--- src/rtl/seven_segment_decode.sv ---
// rtl/seven_segment_decode.sv - debounced two-digit seven-segment pattern decoder with valid/ready output
// Optional SEVSEG_DP_CHECK_EN: a lit decimal point on either digit flags a decode error.
module seven_segment_decode #(
   parameter int STABLE_CYCLES = 4
) (
   input  logic        clock,
   input  logic        clear,
   input  logic [15:0] segIn,
   output logic [7:0]  outValue,
   output logic        outValid,
   input  logic        outReady,
   output logic        decodeErr,
   output logic        busy
);

   typedef enum logic [1:0] {IDLE, SETTLE, DECODE, HOLD} state_t;

   // The increment that brings the counter to STABLE_CYCLES-1 is the edge that enters DECODE.
   localparam logic [7:0] LAST_STEP = 8'(STABLE_CYCLES - 2);

   state_t      state, state_next;
   logic [15:0] sampleReg, prevSample, lastPattern, last_next;
   logic [7:0]  counter, counter_next;
   logic [7:0]  value_next;
   logic        err_next;
   logic [4:0]  hi_lu, lo_lu;
   logic        hi_err, lo_err, dp_err;

   // Returns {miss, nibble}; a miss decodes as nibble 0.
   function automatic logic [4:0] lookup(input logic [6:0] pat);
      case (pat)
         7'h3F:   lookup = 5'h00;
         7'h06:   lookup = 5'h01;
         7'h5B:   lookup = 5'h02;
         7'h4F:   lookup = 5'h03;
         7'h66:   lookup = 5'h04;
         7'h6D:   lookup = 5'h05;
         7'h7D:   lookup = 5'h06;
         7'h07:   lookup = 5'h07;
         7'h7F:   lookup = 5'h08;
         7'h6F:   lookup = 5'h09;
         7'h77:   lookup = 5'h0A;
         7'h7C:   lookup = 5'h0B;
         7'h39:   lookup = 5'h0C;
         7'h5E:   lookup = 5'h0D;
         7'h79:   lookup = 5'h0E;
         7'h71:   lookup = 5'h0F;
         default: lookup = 5'h10;
      endcase
   endfunction

   always_comb begin
      hi_lu  = lookup(lastPattern[14:8]);
      lo_lu  = lookup(lastPattern[6:0]);
      // A blank high digit is a suppressed leading zero; a blank low digit is not.
      hi_err = hi_lu[4] & (lastPattern[14:8] != 7'h00);
      lo_err = lo_lu[4];
`ifdef SEVSEG_DP_CHECK_EN
      dp_err = lastPattern[15] | lastPattern[7];
`else
      dp_err = 1'b0;
`endif
   end

   always_ff @(posedge clock or negedge clear) begin
      if (!clear) begin
         state       <= IDLE;
         sampleReg   <= '0;
         prevSample  <= '0;
         lastPattern <= '0;
         counter     <= '0;
         outValue    <= '0;
         decodeErr   <= 1'b0;
      end else begin
         state       <= state_next;
         sampleReg   <= segIn;
         prevSample  <= sampleReg;
         lastPattern <= last_next;
         counter     <= counter_next;
         outValue    <= value_next;
         decodeErr   <= err_next;
      end
   end

   always_comb begin
      state_next   = state;
      counter_next = counter;
      last_next    = lastPattern;
      value_next   = outValue;
      err_next     = decodeErr;
      case (state)
         IDLE: begin
            if (sampleReg != lastPattern) begin
               state_next   = SETTLE;
               counter_next = '0;
            end
         end
         SETTLE: begin
            if (sampleReg == prevSample) begin
               counter_next = counter + 8'd1;
               if (counter == LAST_STEP) begin
                  state_next = DECODE;
                  last_next  = sampleReg;
               end
            end else begin
               counter_next = '0;
            end
         end
         DECODE: begin
            value_next = {hi_lu[3:0], lo_lu[3:0]};
            err_next   = hi_err | lo_err | dp_err;
            state_next = HOLD;
         end
         HOLD: begin
            if (outReady) state_next = IDLE;
         end
         default: state_next = IDLE;
      endcase
   end

   assign outValid = (state == HOLD);
   assign busy     = (state != IDLE);

endmodule
--- config.mk ---
export PLATFORM = sky130hd
export DESIGN_NAME = seven_segment_decode
export DESIGN_NICKNAME = d
export VERILOG_FILES = /design/src/rtl/seven_segment_decode.sv
export SDC_FILE = /design/constraint.sdc
export NUM_CORES = 1
export LEC_CHECK = 0
export CAP_MARGIN = 15
export CORE_ASPECT_RATIO = 1.2
export CORE_MARGIN = 1
export CORE_UTILIZATION = 55
export DETAILED_ROUTE_END_ITERATION = 7
export DONT_BUFFER_PORTS = 1
export GPL_ROUTABILITY_DRIVEN = 0
export PLACE_DENSITY_LB_ADDON = 0.15
export SETUP_SLACK_MARGIN = 0.02
export SYNTH_ARGS = -nofsm -noshare
export SYNTH_HDL_FRONTEND = slang
export SYNTH_SLANG_ARGS = --single-unit
--- constraint.sdc ---
create_clock -name clock -period 2.47 [get_ports clock]
set_input_delay 0.741 -clock clock [delete_from_list [all_inputs] [get_ports clock]]
set_output_delay 0.741 -clock clock [all_outputs]
set_load 0.005 [all_outputs]
## After elaboration in Yosys (flattened, before gate mapping)

Cells that the tools add are included.

| cells by class | value |
|---|---|
| mux-type cells | 10 |
| bitwise gates (word level) | 2 |
| equality and inequality tests | 42 |
| reductions and logical operators | 7 |
| $add $sub $neg | 1 |

Operators with widths:

| operator | count |
|---|---|
| equality test 7 bit, second input constant | 24 |
| case mux 5 bit (16 select lines) | 2 |
| equality test 7 x 3 -> 1 bit, second input constant | 4 |
| equality test 7 x 6 -> 1 bit, second input constant | 4 |
| equality test 16 bit | 1 |
| two-way mux 8 bit | 2 |
| inequality test 16 bit | 1 |
| case mux 8 bit (2 select lines) | 1 |
| adder 8 x 1 -> 8 bit, second input constant | 1 |
| equality test 8 x 2 -> 1 bit, second input constant | 1 |
| two-way mux 2 bit | 4 |
| case mux 2 bit (4 select lines) | 1 |
| nonzero test 7 bit | 1 |
| inequality test 2 bit, second input constant | 3 |
| equality test 2 bit, second input constant | 2 |
| AND reduction 4 bit | 1 |
| nonzero test 2 bit | 2 |
| AND reduction 3 bit | 1 |
| equality test 2 x 1 -> 1 bit, second input constant | 1 |
| zero test 2 bit | 1 |
| inequality test 2 x 1 -> 1 bit, second input constant | 1 |
| AND reduction 2 bit | 1 |
| AND 1 bit | 1 |
| bitwise OR 1 bit | 1 |

| word-level totals | value |
|---|---|
| output and inout bits | 11 |
| register bits | 67 |
| input port bits | 19 |
| word-level logic and storage cells | 69 |

## Logic depth before layout (Yosys ltp)

Gate-level depths: netlist (run 1).

| depth | value |
|---|---|
| word-level depth | 4 |
| gate-level depth with buffers | 8 |
| mapped depth without buffers | 7 |

## Worst setup path after synthesis (run 1)

No wires, ideal clock.

| timing | value |
|---|---|
| path type | register to register |
| start point | reg counter[0] |
| end point | reg state[1] |
| buffers on the path | 0 |
| clock period less this slack | 2048 ps |
| library setup time | 125 ps |
| stages on the path, launching flop included | 8 |
| slack | 422 ps |
| required time | 2345 ps |
| data arrival time | 1923 ps |
| cell sequence | dfrtp_1 -> inv_1 -> ha_1 -> or4b_4 -> nor4_4 -> a21boi_1 -> nor3b_2 -> mux2_4 |

| on the way | value |
|---|---|
| word-level cells in the longest chain between the ends | 3 |

RTL lines:

| item | RTL line | RTL |
|---|---|---|
| start, declared | 23 | `logic [7:0] counter, counter_next;` |
| start signal, assigned | 79 | `counter <= counter_next;` |
| equality test 8 x 2 -> 1 bit | 101 | `if (counter == LAST_STEP) begin` |
| inequality test 2 bit (no source line) | - |  |
| AND reduction 4 bit (no source line) | - |  |
| end signal, assigned | 75 | `state <= state_next;` |
| end, declared | 21 | `state_t state, state_next;` |

No other way between the ends.
A chain may end at the register's enable or synchronous reset.

## Final worst setup path (run 1)

Ends and elaborated chain as after synthesis.

==> results of run 1 <==
## registers in the layout (all words and copies together), names as in the netlist
signal       flops
decodeErr        1
state            2
prevSample      16
outValue         8
lastPattern     16
sampleReg       16
counter          8
## through the flow
step                      instance area (um2)  utilization [%]  worst slack, ns  total power, W  cells
after floorplan                          3430                -            0.422         0.00120    312
after global placement                   3500             58.2            0.349         0.00121    382
after detailed placement                 3500             58.2            0.278         0.00121    382
after CTS                                3710             61.7            0.274         0.00216    398
after global routing                     3710             61.7            0.149         0.00222    398
final                                    3710             61.7            0.283         0.00214    398
## per-layer routing
layer	up-vias	wire length [um]	GRT usage [%]	part of all wire, %
li1	1109	-	-	-
met1	1107	2990	29.8	47
met2	48	3040	31.9	48
met3	7	198	4.90	3.1
met4	0	75	8.39	1.2
met5	-	0	0	0
## power breakdown
part	leakage [nW]	internal, W	total (W)	switching (W)
registers	0.857	0.00112	0.00115	0.0000257
logic	0.602	0.0000273	0.0000420	0.0000147
clock network	0.0995	0.000502	0.000947	0.000445
## cell usage in the layout (no fill, tap or decap), drive strengths merged, types with 3 or more instances in the layout
cell type	count
and3	7
nor2	18
o2bb2ai	8
buf	6
a31oi	4
nor3	5
nand2b	3
nand3	11
inv	14
clkbuf	10
o22ai	8
nor3b	3
o21ai	5
a21oi	17
and2	5
dfrtp	67
nand2	9
xnor2	34
nor2b	9
mux2	18
ha	6
nand4	13
nor4	5
or3	3
## cell type report
class / count / area (um2)
clock buffers: 10 / 138
clock inverters: 6 / 71.3
fillers: 478 / 2300
inverters: 12 / 45.0
multi-input cells: 215 / 1630
flip-flops and latches: 67 / 1680
well taps: 82 / 103
repair buffers: 6 / 45.0
## how the worst max path moves through the flow
stage,start,endpoint,slack (ns),cells past startpoint
floorplan,counter[0]$_DFFE_PN0P_,state[1]$_DFFE_PN0P_,0.42,7
global placement,counter[0]$_DFFE_PN0P_,state[1]$_DFFE_PN0P_,0.35,7
detailed placement,counter[0]$_DFFE_PN0P_,state[1]$_DFFE_PN0P_,0.28,7
CTS,counter[0]$_DFFE_PN0P_,state[1]$_DFFE_PN0P_,0.27,7
global route,counter[0]$_DFFE_PN0P_,state[1]$_DFFE_PN0P_,0.15,7
finish,counter[0]$_DFFE_PN0P_,state[1]$_DFFE_PN0P_,0.28,7
## cells by family after synthesis
kind of cell    after synthesis  share of synthesized area, %
compound gates               57                          11.3
xor+xnor                     36                          9.18
fa+ha+maj                     6                          2.19
buf+inv                      30                          3.75
flops                        67                          48.8
mux                          19                          7.40
simple gates                 97                          17.4
## critical path: stages (launching register included)
cell	delay (ns)
dfrtp_1	0.42
inv_1	0.07
ha_1	0.13
or4b_4	0.46
nor4_4	0.24
a21boi_1	0.12
nor3b_2	0.30
mux2_4	0.33
==> results.md, run 1 <==
- Status: completed
- TritonCTS clock tree: built
- Crit Path Category: reg -> reg
- Worst-Skew Late Latency: 0.34 ns
- Clk buf depth: 2
- Clock sinks: 67
- Post-CTS Hold Buffers: 0
- Largest cells by area after synthesis: dfrtp_1 49%, xnor2_1 8.7%, mux2_4 4.8%
- Most frequent cell after synthesis: dfrtp_1
- CTS root buf: clkbuf_8
- Routed vias/inst: 5.71
- Post-synth top flop: dfrtp_1
- Htree depth: 3
- Drt total wl: 6300 um
- FP Rows: 31
- 1st-iter DRT viols: 129
- Layout cells sized above 1: 15.8%
- Maxcap violations: 0
- Distinct cells, synth: 53
- Asr flop ratio synth: 100%
- Post-DRT Antenna Nets: 0
- Port Buffers: 0
- Worst-path clk slew: 0.08 ns
- Final setup vio count: 0
- Post-synthesis sequential element count: 67
- Die width: 74.1 um
- Synthesized area per cell: 11.0 um2
- PwrDens: 577 nW/um2
- Global-route wire length before repair: 10200 um
- Vias in the first global route: 2067
- DRT Pass-1 Iters: 4
- Fmax achieved: 0.457 GHz
- CTS buffer count: 9
- Vias: 2271
- Critical Path Start Type: register
- Commonest cells post-synth: 67 x dfrtp_1, 34 x xnor2_1, 18 x nor2_1, 17 x a21oi_1, 13 x nand4_1
- Slew @ Worst Pin: 0.531 ns
- Post-synth design cell area: 3430 um2
- Post-synthesis sequential area ratio: 48.8%
- DP HPWL: 4290 um
- RSZ-0062 raised after global routing: false
- Crit path required time: 2.70 ns
- Worst Skew: 0.0142 ns
- Initial antenna violation count: 0
- Reg2Reg Setup Slack: 0.28 ns
- Sum Neg Setup Slack: 0 ns
- Worst setup EP type: register
- Ys Warns: 0
- Total track usage: 21.3%
- Slew HR: 64.6%
- WHS: 0.0875 ns
- EDFF count, synth: 0
- Final worst-path cycle share: 88.5%
- Initial Util: 57.1%
- Max FO, Critical Path: 5
- RR Endpoint: state[1]$_DFFE_PN0P_
- Setup Fix Bufs, Post-CTS: 0
- Worst reg-to-reg path cell count: 7
- GRT Residual Overflow: 0
- N_diodes: 0
- Synth Net Count: 337
- Pleak: 1.56 nW
- WL/cell: 15.8 um
- Synth area leader: dfrtp_1
- Synth Instances: 312
- Die area: 6570 um2
- CORE AREA: 6010 um2
- CP arrival: 2.42 ns
- Area share of the largest cell type after synthesis: 48.8%
- Min Tclk post-route: 2.19 ns
- Nets@finish: 336
- VDD IR max: 0.370 mV
- Largest net degree at the start of global routing: 68
- Chip height: 88.6 um
- Ports: 30
- Fin. max-slew vios: 0
- Area grow syn2layout: 7.94%
- CTS resizes: 0
- Critical R2R Launch: counter[0]$_DFFE_PN0P_
- Drt drc: 0
- Hold Fails Final Rpt: 0
- Worst min path class: in -> async
(Power assumes the default switching activity.)
==> run 2, diff against run 1 <==
- SLEW_MARGIN: default -> 40
==> results of run 2 <==
No change in the layout: final DEF, timing and power equal those of run 1.
